<file path="src/rtl/rf_dump_reader.sv">
// Purpose: walks the RF debug read port over FIRST_REG..LAST_REG and streams {addr,data} beats.
// Latency: first beat valid 2 cycles after start, one beat per 2 cycles at full rate, done 1 cycle after last accept.
// Backpressure: beat held stable in SEND while out_ready is low; abort drops the pending beat.
module rf_dump_reader #(
    parameter int DATA_W    = 32,
    parameter int ADDR_W    = 5,
    parameter int FIRST_REG = 0,
    parameter int LAST_REG  = 31
) (
    input  logic              clk,
    input  logic              rstn,
    input  logic              start,
    input  logic              abort,
    output logic              busy,
    output logic              done,
    output logic [ADDR_W-1:0] dbg_ra,
    input  logic [DATA_W-1:0] dbg_rd,
    output logic              out_valid,
    input  logic              out_ready,
    output logic [ADDR_W-1:0] out_addr,
    output logic [DATA_W-1:0] out_data,
    output logic              out_last
);
    typedef enum logic [1:0] {IDLE, LOAD, SEND, FIN} state_t;

    localparam logic [ADDR_W-1:0] FIRST_A = ADDR_W'(FIRST_REG);
    localparam logic [ADDR_W-1:0] LAST_A  = ADDR_W'(LAST_REG);

    state_t state, state_nxt;
    logic   accept;

    // abort beats a same-cycle handshake: the beat is treated as never delivered
    assign accept = out_valid && out_ready && !abort;
    assign busy   = (state != IDLE);

    always_comb begin
        state_nxt = state;
        done      = 1'b0;
        case (state)
            IDLE: if (start && !abort) state_nxt = LOAD;
            LOAD: state_nxt = abort ? IDLE : SEND;
            SEND: begin
                if (abort)       state_nxt = IDLE;
                else if (accept) state_nxt = out_last ? FIN : LOAD;
            end
            FIN: begin
                state_nxt = IDLE;
                done      = !abort;
            end
            default: state_nxt = IDLE;
        endcase
    end

    always_ff @(posedge clk or negedge rstn) begin
        if (!rstn) state <= IDLE;
        else       state <= state_nxt;
    end

    always_ff @(posedge clk or negedge rstn) begin
        if (!rstn) begin
            dbg_ra    <= '0;
            out_valid <= 1'b0;
            out_addr  <= '0;
            out_data  <= '0;
            out_last  <= 1'b0;
        end else begin
            case (state)
                IDLE: if (start && !abort) dbg_ra <= FIRST_A;
                LOAD: begin
                    if (!abort) begin
                        out_data  <= dbg_rd;
                        out_addr  <= dbg_ra;
                        out_last  <= (dbg_ra == LAST_A);
                        out_valid <= 1'b1;
                    end
                end
                SEND: begin
                    if (abort || accept) out_valid <= 1'b0;
                    if (accept && !out_last) dbg_ra <= dbg_ra + ADDR_W'(1);
                end
                default: ;
            endcase
        end
    end
endmodule

</file>
<file path="config.mk">
export PLATFORM = sky130hd
export DESIGN_NAME = rf_dump_reader
export DESIGN_NICKNAME = d
export VERILOG_FILES = /design/src/rtl/rf_dump_reader.sv
export SDC_FILE = /design/constraint.sdc
export NUM_CORES = 1
export LEC_CHECK = 0
export ABC_AREA = 0
export BUFFER_PORTS_ARGS = -buffer_cell sky130_fd_sc_hd__buf_4
export CORE_MARGIN = 1.5
export CORE_UTILIZATION = 46
export CTS_BUF_LIST = sky130_fd_sc_hd__clkbuf_8 sky130_fd_sc_hd__clkbuf_16
export DETAILED_ROUTE_END_ITERATION = 8
export PLACE_DENSITY = 0.78
export SLEW_MARGIN = 40
export SYNTH_ARGS = -nofsm -noshare
export SYNTH_HDL_FRONTEND = slang
export SYNTH_SLANG_ARGS = --single-unit
</file>
<file path="constraint.sdc">
create_clock -name clk -period 1.9 [get_ports clk]
set_input_delay 0.19 -clock clk [delete_from_list [all_inputs] [get_ports clk]]
set_output_delay 0.19 -clock clk [all_outputs]
set_load 0.005 [all_outputs]
</file>
# Word-level counts from Yosys, hierarchy flattened
# Cells that the tools add are included.
# W data, S select, Z words.
[word_totals]
ff_bits = 46
in_bits = 37
out_inout_bits = 46
elab_cells = 45
[classes]
addsub = 1
n_eq_ne = 9
mux = 13
n_bitwise = 1
reduce_logical = 15
[op_table]
columns = ["cell", "n"]
rows = [
  ["$mux W2", 5],
  ["$mux W5", 2],
  ["$pmux W5 S2", 1],
  ["$ne A2 B2 Y1 const B", 4],
  ["$pmux W2 S4", 1],
  ["$reduce_and A3 Y1", 2],
  ["$reduce_bool A2 Y1", 3],
  ["$add A5 B1 Y5 const B", 1],
  ["$eq A5 B5 Y1 const B", 1],
  ["$eq A2 B2 Y1 const B", 2],
  ["$logic_and A1 B1 Y1", 4],
  ["$reduce_and A2 Y1", 2],
  ["$mux W1", 3],
  ["$ne A3 B3 Y1 const B", 1],
  ["$eq A2 B1 Y1 const B", 1],
  ["$logic_not A1 Y1", 2],
  ["$logic_not A2 Y1", 1],
  ["$pmux W1 S2", 1],
  ["$logic_or A1 B1 Y1", 1],
  ["$not A1 Y1", 1],
]

# Longest topological paths before layout
# Gate-level depths: netlist of run 1.
[logic_depth]
depth_word = 5
mapped_depth = 5
depth_no_buf = 5

# Worst setup path after synthesis of run 1
# OpenSTA, ideal clock, no wires.
[synth_path]
kind = "reg-to-reg"
from = "register state[1]"
to = "register dbg_ra[0]"
setup_time_ns = 0.125
arrival_ns = 1.368
required_time_ns = 1.775
slack_ns = 0.407
stages_incl_launch_ff = 4
n_path_buf = 0
period_less_slack_ns = 1.493
path_cell_list = "dfrtp_1 or4b_4 a21boi_4 mux2_4"
[synth_between]
elab_chain_cells = 3
elab_cells_between_ends = 7
classes_between = "eq/ne (3); mux (1); reduce/logical (3)"
[synth_rtl]
columns = ["element", "line_no", "text"]
rows = [
  ["start, declared", "29", "state_t state, state_nxt;"],
  ["start signal, assigned", "56", "else state <= state_nxt;"],
  ["$eq A2 B2 Y1 / $logic_not A2 Y1 (equally long branches)", "67", "case (state)"],
  ["$ne A2 B2 Y1 (no source line) / $reduce_bool A2 Y1 (equally long branches)", "--", ""],
  ["$reduce_and A3 Y1 (no source line)", "--", ""],
  ["end signal, assigned", "79", "if (accept && !out_last) dbg_ra <= dbg_ra + ADDR_W'(1);"],
  ["end, declared", "16", "output logic [ADDR_W-1:0] dbg_ra,"],
]
# Parallel ways exist; a longest one is shown, timed or not.
# A chain may end at the register's enable or synchronous reset.

# Worst setup path after layout of run 1
# Same ends and word-level chain as after synthesis.

==> run summary, run 1 <==
### Yosys
• 14.9 µm² — Post-Syn Area per Cell
• 0 — Yosys Warn Count
• 126 — cell count after synthesis
• 165 — Post-Synthesis Net Count
• sky130_fd_sc_hd__dfrtp_1 — post-synthesis cell type with the largest combined area
• 46 — #FFs+latches synth
• 28 — Yosys cell types
• 0.613 — share of the yosys chip area belonging to registers
• 0.613 — share of Yosys cell area claimed by the top area cell type
• sky130_fd_sc_hd__dfrtp_1, sky130_fd_sc_hd__mux2_2, sky130_fd_sc_hd__ha_1 — largest cells by area after synthesis
• 0.00188 mm² — cell area after technology mapping

### Timing
• 0 — Slew Limit Fails
• false — setup repair after global routing missed its margin
• 0.309 ns — worst path setup slack after routing
• 0.567 ns — slew of the pin with the lowest slew margin
• 1.59 ns — Final Critical Period
• 0 — final setup vio count
• 629 MHz — maximum clock frequency
• 0.00684 ns — worst clock skew
• 0 ns — TNS Setup
• 0.837 — part of the cycle the worst path needs
• 0.622 — worst slew margin relative to its limit
• 0 — count of endpoints failing hold in the final timing report

### Clock network
• 0.08 ns — clock transition at the register clock pins on the worst setup and hold paths after CTS
• 46 — CTS sink cnt
• sky130_fd_sc_hd__clkbuf_8 — clock root cell
• 0 — number of setup buffers added after CTS
• 2 — Clock Path Buffers
• 2 — H-Tree Depth
• 5 — number of buffers created by CTS
• done — clock tree from TritonCTS
• 0.30 ns — source-to-sink clock delay at the later pin of the worst-skew pair

### Route
• 0 — residual DRC count
• 1319 — total vias in the final route
• 0 — remaining antenna violation count after routing
• 51 — First DRT Iteration DRCs
• 3910 µm — Total Wirelength
• 4.98 — mean number of vias per cell
• 14.7 µm — WL/cell
• 4 — length of the first detailed-routing pass in iterations

### Placement
• 2930 µm — placed wire-length estimate
• 82 — count of buffers from port buffering
• 0.322 ns — pre-CTS setup slack
• 0.769 — final weighted congestion of routability-driven global placement
• 256 — Post-Place Cells

### Die
• 0.00448 mm² — area enclosed by the die boundary
• 23 — Cell Rows
• 83 — I/O pin total
• 0.473 — Starting Density
• 66.9 µm — horizontal die dimension
• 66.9 µm — height of the die
• 0.00397 mm² — placeable core region

### Worst setup path
• 0 — crit path buf inv count
• or4b_4, a21boi_4, mux2_4 — cells along the critical path
• register — crit start category
• 9 — largest fanout on the critical path
• sky130_fd_sc_hd__or4b_4 — slowest stage cell, crit path
• 1.78 ns — critical path arrival
• 0.58 ns — Critical Path Max Stage Delay
• 2.09 ns — worst path required time
• simple AND/OR/NAND/NOR gates — Top Family by Delay on Critical Path
• reg -> reg — Worst Path Class, Setup
• register — type of destination of the critical path

### Pwr
• 1020 mW/mm² — PwrDens
• 0.660 mV — Max IR drop VDD
• 0.00131 µW — Pleak

### GRT
• 0.177 — total routing usage reported by global routing
• 0 — overflow left after global routing
• 47 — largest net degree at the start of global routing
• 0 — antenna violations before repair
• 1192 — via count of the first global-routing pass
• 5720 µm — global-route wire length before repair

### Hold path
• in -> reg — path category of the worst min-delay check

### Finish
• 0.633 — layout cell share with drive strength beyond 1
• 40.9% — P&R area growth vs syn
• 253 — Layout Nets
• 265 — non-filler instance count after layout
• 0 — Antenna diodes

### Outcome
• finished, final reports clean — status

### Flow run
• 0 — Maximum Capacitance Violations

## sequential cells by signal, summed over array words and instances, names as in the netlist
register and flops:
out_last 1, out_addr 5, out_valid 1, state 2, out_data 32, dbg_ra 5
## cells in the mapped netlist
cell type and n:
sky130_fd_sc_hd__nand2b_1 1, sky130_fd_sc_hd__o2bb2ai_1 1, sky130_fd_sc_hd__and2b_2 1, sky130_fd_sc_hd__nor3_1 1, sky130_fd_sc_hd__buf_2 1, sky130_fd_sc_hd__or4b_4 1, sky130_fd_sc_hd__inv_1 2, sky130_fd_sc_hd__and3_1 2
sky130_fd_sc_hd__mux2_4 1, sky130_fd_sc_hd__and4bb_2 1, sky130_fd_sc_hd__a21oi_1 3, sky130_fd_sc_hd__nor3b_2 1, sky130_fd_sc_hd__a31oi_1 1, sky130_fd_sc_hd__nand2_1 3, sky130_fd_sc_hd__buf_4 3, sky130_fd_sc_hd__nand3_1 3
sky130_fd_sc_hd__nor2_1 1, sky130_fd_sc_hd__or2_2 1, sky130_fd_sc_hd__a22o_1 1, sky130_fd_sc_hd__dfrtp_1 46, sky130_fd_sc_hd__mux2_2 38, sky130_fd_sc_hd__o21ai_0 5, sky130_fd_sc_hd__nor2b_1 2, sky130_fd_sc_hd__ha_1 2
sky130_fd_sc_hd__a21boi_4 1, sky130_fd_sc_hd__and2_1 1, sky130_fd_sc_hd__xnor2_1 1, sky130_fd_sc_hd__and2b_1 1
## per-layer routing
| metal | vias up | part of all wire | wire [µm] | GRT usage |
|---|---|---|---|---|
| met3 | 6 | 0.065 | 254 | 0.0456 |
| met1 | 642 | 0.39 | 1540 | 0.219 |
| met2 | 50 | 0.52 | 2040 | 0.291 |
| met5 | - | 0 | 0 | 0 |
| li1 | 621 | - | - | - |
| met4 | 0 | 0.019 | 73 | 0.0765 |
## per-stage QoR
| stage | instance area [µm²] | power (µW) | util | hold WS (ns) |
|---|---|---|---|---|
| finish | 2650 | 2700 | 0.667 | 0.111 |
| global route | 2650 | 2850 | 0.667 | 0.102 |
| CTS | 2650 | 2730 | 0.667 | 0.105 |
| detailed placement | 2550 | 2150 | 0.642 | 0.223 |
| global placement | 2550 | 2110 | 0.642 | 0.210 |
| floorplan | 1880 | 1640 | - | -0.106 |
## worst register-to-register path, delay by kind of cell, from the launching register on
kind | cells | cell delay (ns)
AOI/OAI and AO/OA | 1 | 0.16
muxes | 1 | 0.26
DFF | 1 | 0.48
and+or+nand+nor | 1 | 0.58
## repair_timing
item,CTS,global route
gates resized for setup,0,0
hold buffers,1,0
endpoints found under the setup margin,0,0
hold endpoints to repair,46,0
## report_power, final
part           switching, µW  internal [µW]
registers                134           1210
logic                    248            526
clock network            324            254
## final cells by class
cell class | instances | area [µm²]
well taps | 50 | 62.6
clock inverters | 3 | 17.5
fillers | 299 | 1320
inverters | 2 | 7.51
repair buffers | 85 | 641
flip-flops and latches | 46 | 1150
multi-input cells | 74 | 699
clock buffers | 5 | 68.8
## worst paths after layout
path	end	start	cells after the start	slack, ns
worst max-delay path	dbg_ra[0]$_DFFE_PN0P_	state[1]$_DFFE_PN0P_	3	0.31
worst min-delay path	state[1]$_DFFE_PN0P_	abort	2	0.11
worst max register to register	dbg_ra[0]$_DFFE_PN0P_	state[1]$_DFFE_PN0P_	3	0.31
worst min register to register	out_addr[2]$_DFFE_PN0P_	out_addr[2]$_DFFE_PN0P_	1	0.51
max in group asynchronous	dbg_ra[2]$_DFFE_PN0P_	rstn	2	1.09
min in group asynchronous	out_data[21]$_DFFE_PN0P_	rstn	2	0.42
## layout by cell type (no fill, tap or decap), drive strengths merged
cell / netlist / layout
buf: 4 / 84
dfrtp: 46 / 46
mux2: 39 / 39
o21ai: 5 / 5
clkbuf: 0 / 5
inv: 2 / 3
nand3: 3 / 3
a21oi: 3 / 3
nand2: 3 / 3
and3: 2 / 2
nor2b: 2 / 2
ha: 2 / 2
and2b: 2 / 2
clkinv: 0 / 2
or2: 1 / 1
nor3b: 1 / 1
a31oi: 1 / 1
nor3: 1 / 1
xnor2: 1 / 1
and4bb: 1 / 1
and2: 1 / 1
or4b: 1 / 1
a21boi: 1 / 1
a22o: 1 / 1
o2bb2ai: 1 / 1
nand2b: 1 / 1
nor2: 1 / 1
dlygate4sd3: 0 / 1
## kinds of logic after synthesis
group	synth area share
compound gates	0.0439
mux	0.236
simple gates	0.0712
xor+xnor	0.00466
fa+ha+maj	0.0133
buf+inv	0.0186
flops	0.613
(Power assumes the default switching activity.)
==> inputs of run 2 (changes only) <==
--- a/config.mk
+++ b/config.mk
@@ -5,7 +5,7 @@
 export SDC_FILE = /design/constraint.sdc
 export NUM_CORES = 1
 export LEC_CHECK = 0
-export ABC_AREA = 0
+export ABC_AREA = 1
 export BUFFER_PORTS_ARGS = -buffer_cell sky130_fd_sc_hd__buf_4
 export CORE_MARGIN = 1.5
 export CORE_UTILIZATION = 46
==> constraint.sdc (replaced) <==
create_clock -name clk -period 1.63 [get_ports clk]
set_input_delay 0.163 -clock clk [delete_from_list [all_inputs] [get_ports clk]]
set_output_delay 0.163 -clock clk [all_outputs]
set_load 0.005 [all_outputs]
==> run summary, run 2 <==
### Finish
• 0.00264 mm² — Final Instance Area, -0.28%
• sky130_fd_sc_hd__nand2_1 — leading cell type in the layout, fill and taps excluded
• 0 — Antenna diodes, unchanged
• sky130_fd_sc_hd__nand2_1, sky130_fd_sc_hd__buf_4, sky130_fd_sc_hd__dfrtp_1 — top library cells by usage in the layout, fill and taps aside
• 310 — Filler Cell Count, +3.7%
• 41.2% — P&R area growth vs syn
• out_data (32), dbg_ra (5), out_addr (5) — largest registers
• out_data — register with the most flip-flops
• 0.303 — layout cell share with drive strength beyond 1, -0.330
• 32 — max FFs per register, unchanged
• 0.00115 mm² — area occupied by registers, unchanged
• 343 — Layout Nets, +36%
• 638 µm² — multi-input logic area, -8.8%

### Clock network
• 0.08 ns — clock transition at the register clock pins on the worst setup and hold paths after CTS, about the same
• 1 — quantity of hold-fixing buffers added after cts, unchanged
• sky130_fd_sc_hd__clkbuf_8 — clock root cell
• 2 — Clock Path Buffers, unchanged
• done — clock tree from TritonCTS
• 0 — quantity of gates resized following cts, unchanged
• 46 — CTS sink cnt, unchanged
• 5 — number of buffers created by CTS, unchanged
• 0.29 ns — source-to-sink clock delay at the later pin of the worst-skew pair, about the same
• 2 — H-Tree Depth, unchanged
• 0 — number of setup buffers added after CTS, unchanged

### Timing
• 0.684 ns — slew of the pin with the lowest slew margin, +0.117 ns
• 701 MHz — maximum clock frequency, +11%
• 0.00771 ns — worst clock skew, +0.000877 ns
• 0.544 — worst slew margin relative to its limit, -0.0786
• 0.203 ns — worst path setup slack after routing, -0.106 ns
• 1.43 ns — Final Critical Period, -0.164 ns
• 0.876 — part of the cycle the worst path needs, +0.0383
• 0 ns — TNS Setup, unchanged
• 0 — Slew Limit Fails, unchanged
• false — setup repair after global routing missed its margin
• 0 — final setup vio count, unchanged
• 0 — count of endpoints failing hold in the final timing report, unchanged

### Die
• 66.7 µm — horizontal die dimension, -0.25%
• 0.496 — Starting Density, +0.0225
• 66.7 µm — height of the die, -0.25%
• 83 — I/O pin total, unchanged
• 0.00377 mm² — placeable core region, -5.0%
• 22 — Cell Rows, -4.3%
• 0.00445 mm² — area enclosed by the die boundary, -0.51%

### GRT
• 1529 — via count of the first global-routing pass, +28%
• 47 — largest net degree at the start of global routing, unchanged
• 6750 µm — global-route wire length before repair, +18%
• 0.203 — total routing usage reported by global routing, +0.0265
• 0 — antenna violations before repair, unchanged
• 0.0659 — GR Layer Usage met3, +0.0203
• met2 — busiest grt layer
• 0.353 — met2 routing resource usage after global routing, +0.0612
• 0.243 — global routing met1 resource utilization, +0.0242
• 0 — overflow left after global routing, unchanged

### Route
• 91 — First DRT Iteration DRCs, +78%
• 4 — length of the first detailed-routing pass in iterations, unchanged
• 1683 — total vias in the final route, +28%
• 0 — remaining antenna violation count after routing, unchanged
• 4.78 — mean number of vias per cell, -3.9%
• 4240 µm — Total Wirelength, +8.6%
• 0 — residual DRC count, unchanged
• 12.0 µm — WL/cell, -18%

### Worst setup path
• 0.20 ns — R2R setup slack, -0.11 ns
• state[1]$_DFFE_PN0P_ — Critical path destination
• state[0]$_DFFE_PN0P_ — Critical R2R Launch
• state[1]$_DFFE_PN0P_ — capture instance of the worst register-to-register path
• 1.76 ns — worst path required time, -0.33 ns
• 1.56 ns — critical path arrival, -0.22 ns
• reg -> reg — Worst Path Class, Setup
• state[0]$_DFFE_PN0P_ — crit path launch
• inv_1, nor3_4, inv_2, o211ai_1 — cells along the critical path
• 0.51 ns — Critical Path Max Stage Delay, -0.07 ns
• register — type of destination of the critical path
• register — crit start category
• 42 — largest fanout on the critical path, +33
• 4 — number of cells traversed by the worst register-to-register path, +1
• sky130_fd_sc_hd__inv_2 — slowest stage cell, crit path

### Yosys
• 16 — Yosys cell types, -43%
• 0 — number of synthesized flops with an enable pin, unchanged
• 0 — Yosys Warn Count, unchanged
• 46 — #FFs+latches synth, unchanged
• 0 — mux share of post-synthesis cell area, -0.236
• sky130_fd_sc_hd__nand2_1 — most frequent cell after synthesis
• 0.00187 mm² — cell area after technology mapping, -0.53%
• sky130_fd_sc_hd__nand2_1, sky130_fd_sc_hd__dfrtp_1, sky130_fd_sc_hd__inv_1 — synth cell count leaders
• 220 — cell count after synthesis, +75%
• 259 — Post-Synthesis Net Count, +57%
• 0.616 — share of the yosys chip area belonging to registers, +0.00328
• simple AND/OR/NAND/NOR gates — combinational family with the most area after synthesis
• sky130_fd_sc_hd__dfrtp_1, sky130_fd_sc_hd__nand2_1, sky130_fd_sc_hd__inv_1 — largest cells by area after synthesis
• 0.308 — Simple-Gate Fraction of Synth Area, +0.237
• 0.616 — share of Yosys cell area claimed by the top area cell type, +0.00328
• 0.0201 — synthesized-area fraction occupied by ao, oa, aoi and oai cells, -0.0239
• sky130_fd_sc_hd__dfrtp_1 — Most used DFF post-synth
• 0 — XOR/XNOR Fraction of Synth Area, -0.00466
• 1.00 — share of synthesized registers carrying an async set or reset, unchanged
• 0.0134 — Post-Synth Adder-Cell Area, +0.0000713
• 8.50 µm² — Post-Syn Area per Cell, -43%
• sky130_fd_sc_hd__dfrtp_1 — post-synthesis cell type with the largest combined area

### Placement
• 0.207 ns — pre-CTS setup slack, -0.115 ns
• 3010 µm — placed wire-length estimate, +2.5%
• 0.756 — final weighted congestion of routability-driven global placement, -1.7%
• 82 — count of buffers from port buffering, unchanged
• 0.00252 mm² — Placed Instance Area, -1.3%

### Pwr
• 0.930 mV — Max IR drop VDD, +41%
• 0.344 — part of the total power dissipated in combinational logic, +0.058
• 0.00151 µW — Pleak, +15%
• 1560 mW/mm² — PwrDens, +53%
• 0.204 — portion of total power attributed to the clock network, -0.010
• 1250 µW — Net Sw Power, +77%
• 0.303 — switch share, +0.0419
• 2870 µW — Cell Int Power, +44%
• 0.452 — part of the power in registers, -0.048

### Flow run
• 0 — Maximum Capacitance Violations, unchanged

### Hold path
• in -> reg — path category of the worst min-delay check

### Outcome
• finished, final reports clean — status

-- run 2: cell types whose count changed in the layout (fill, tap and decap cells not counted), sizes merged, moves of 3 or more --
cell   before  now
nand2       3  132
nor2        1    4
mux2       39    0
inv         3   12
-- run 2: logic make-up (layout without fill, tap and decap cells) --
logic type / Yosys count / in the layout
flip-flops: 46 / 46
AO/OA/AOI/OAI: 7 / 7
buffers and inverters: 19 / 103
adder cells (fa/ha/maj): 2 / 2
AND/OR/NAND/NOR: 146 / 146
-- run 2: cell type report --
type / count / area share
Sequential cell: 46 / 0.436
Multi-Input combinational cell: 155 / 0.242
Tap cell: 48 / 0.0227
Timing Repair Buffer: 84 / 0.240
Inverter: 12 / 0.0171
Clock buffer: 6 / 0.0313
Clock inverter: 1 / 0.0114
-- run 2: metrics by stage --
step / utilization / cells / total power [µW] / hold WS [ns]
after global placement: 0.668 / 344 / 3260 / 0.198
after floorplan: - / 220 / 2400 / -0.133
after global routing: 0.700 / 352 / 4420 / 0.0615
final: 0.700 / 352 / 4120 / 0.0691
after detailed placement: 0.668 / 344 / 3320 / 0.195
after CTS: 0.700 / 352 / 4160 / 0.0603
-- run 2: critical path: cells and delay by family (launching register included) --
kind | cells | cell delay, ns
AND/OR/NAND/NOR | 1 | 0.05
AO/OA/AOI/OAI | 1 | 0.17
buffers and inverters | 2 | 0.67
flip-flops | 1 | 0.38
-- run 2: how the worst min path moves through the flow --
stage,startpoint,end,slack (ns),cells after the start
6_report,dbg_rd[3],out_data[3]$_DFFE_PN0P_,0.07,3
5_1_grt,dbg_rd[12],out_data[12]$_DFFE_PN0P_,0.06,3
4_1_cts,dbg_rd[12],out_data[12]$_DFFE_PN0P_,0.06,3
3_5_place_dp,rstn,out_data[23]$_DFFE_PN0P_,0.19,1
3_3_place_gp,rstn,out_data[19]$_DFFE_PN0P_,0.20,1
2_1_floorplan,rstn,dbg_ra[0]$_DFFE_PN0P_,-0.13,0
-- run 2: routing by layer --
metal / share of wire / vias up / wire length (µm)
met5: 0 / - / 0
met4: 0.0050 / 0 / 21
met3: 0.075 / 2 / 317
met2: 0.50 / 59 / 2120
met1: 0.42 / 780 / 1780
li1: - / 842 / -
-- run 2: power groups by stage --
| stage | combinational [µW] | sequential (µW) | clock (µW) |
|---|---|---|---|
| detailed placement | 1440 | 1870 | 0 |
| global placement | 1390 | 1870 | 0 |
| global route | 1600 | 1920 | 905 |
| finish | 1420 | 1860 | 838 |
| CTS | 1440 | 1860 | 863 |
| floorplan | 500 | 1900 | 0 |
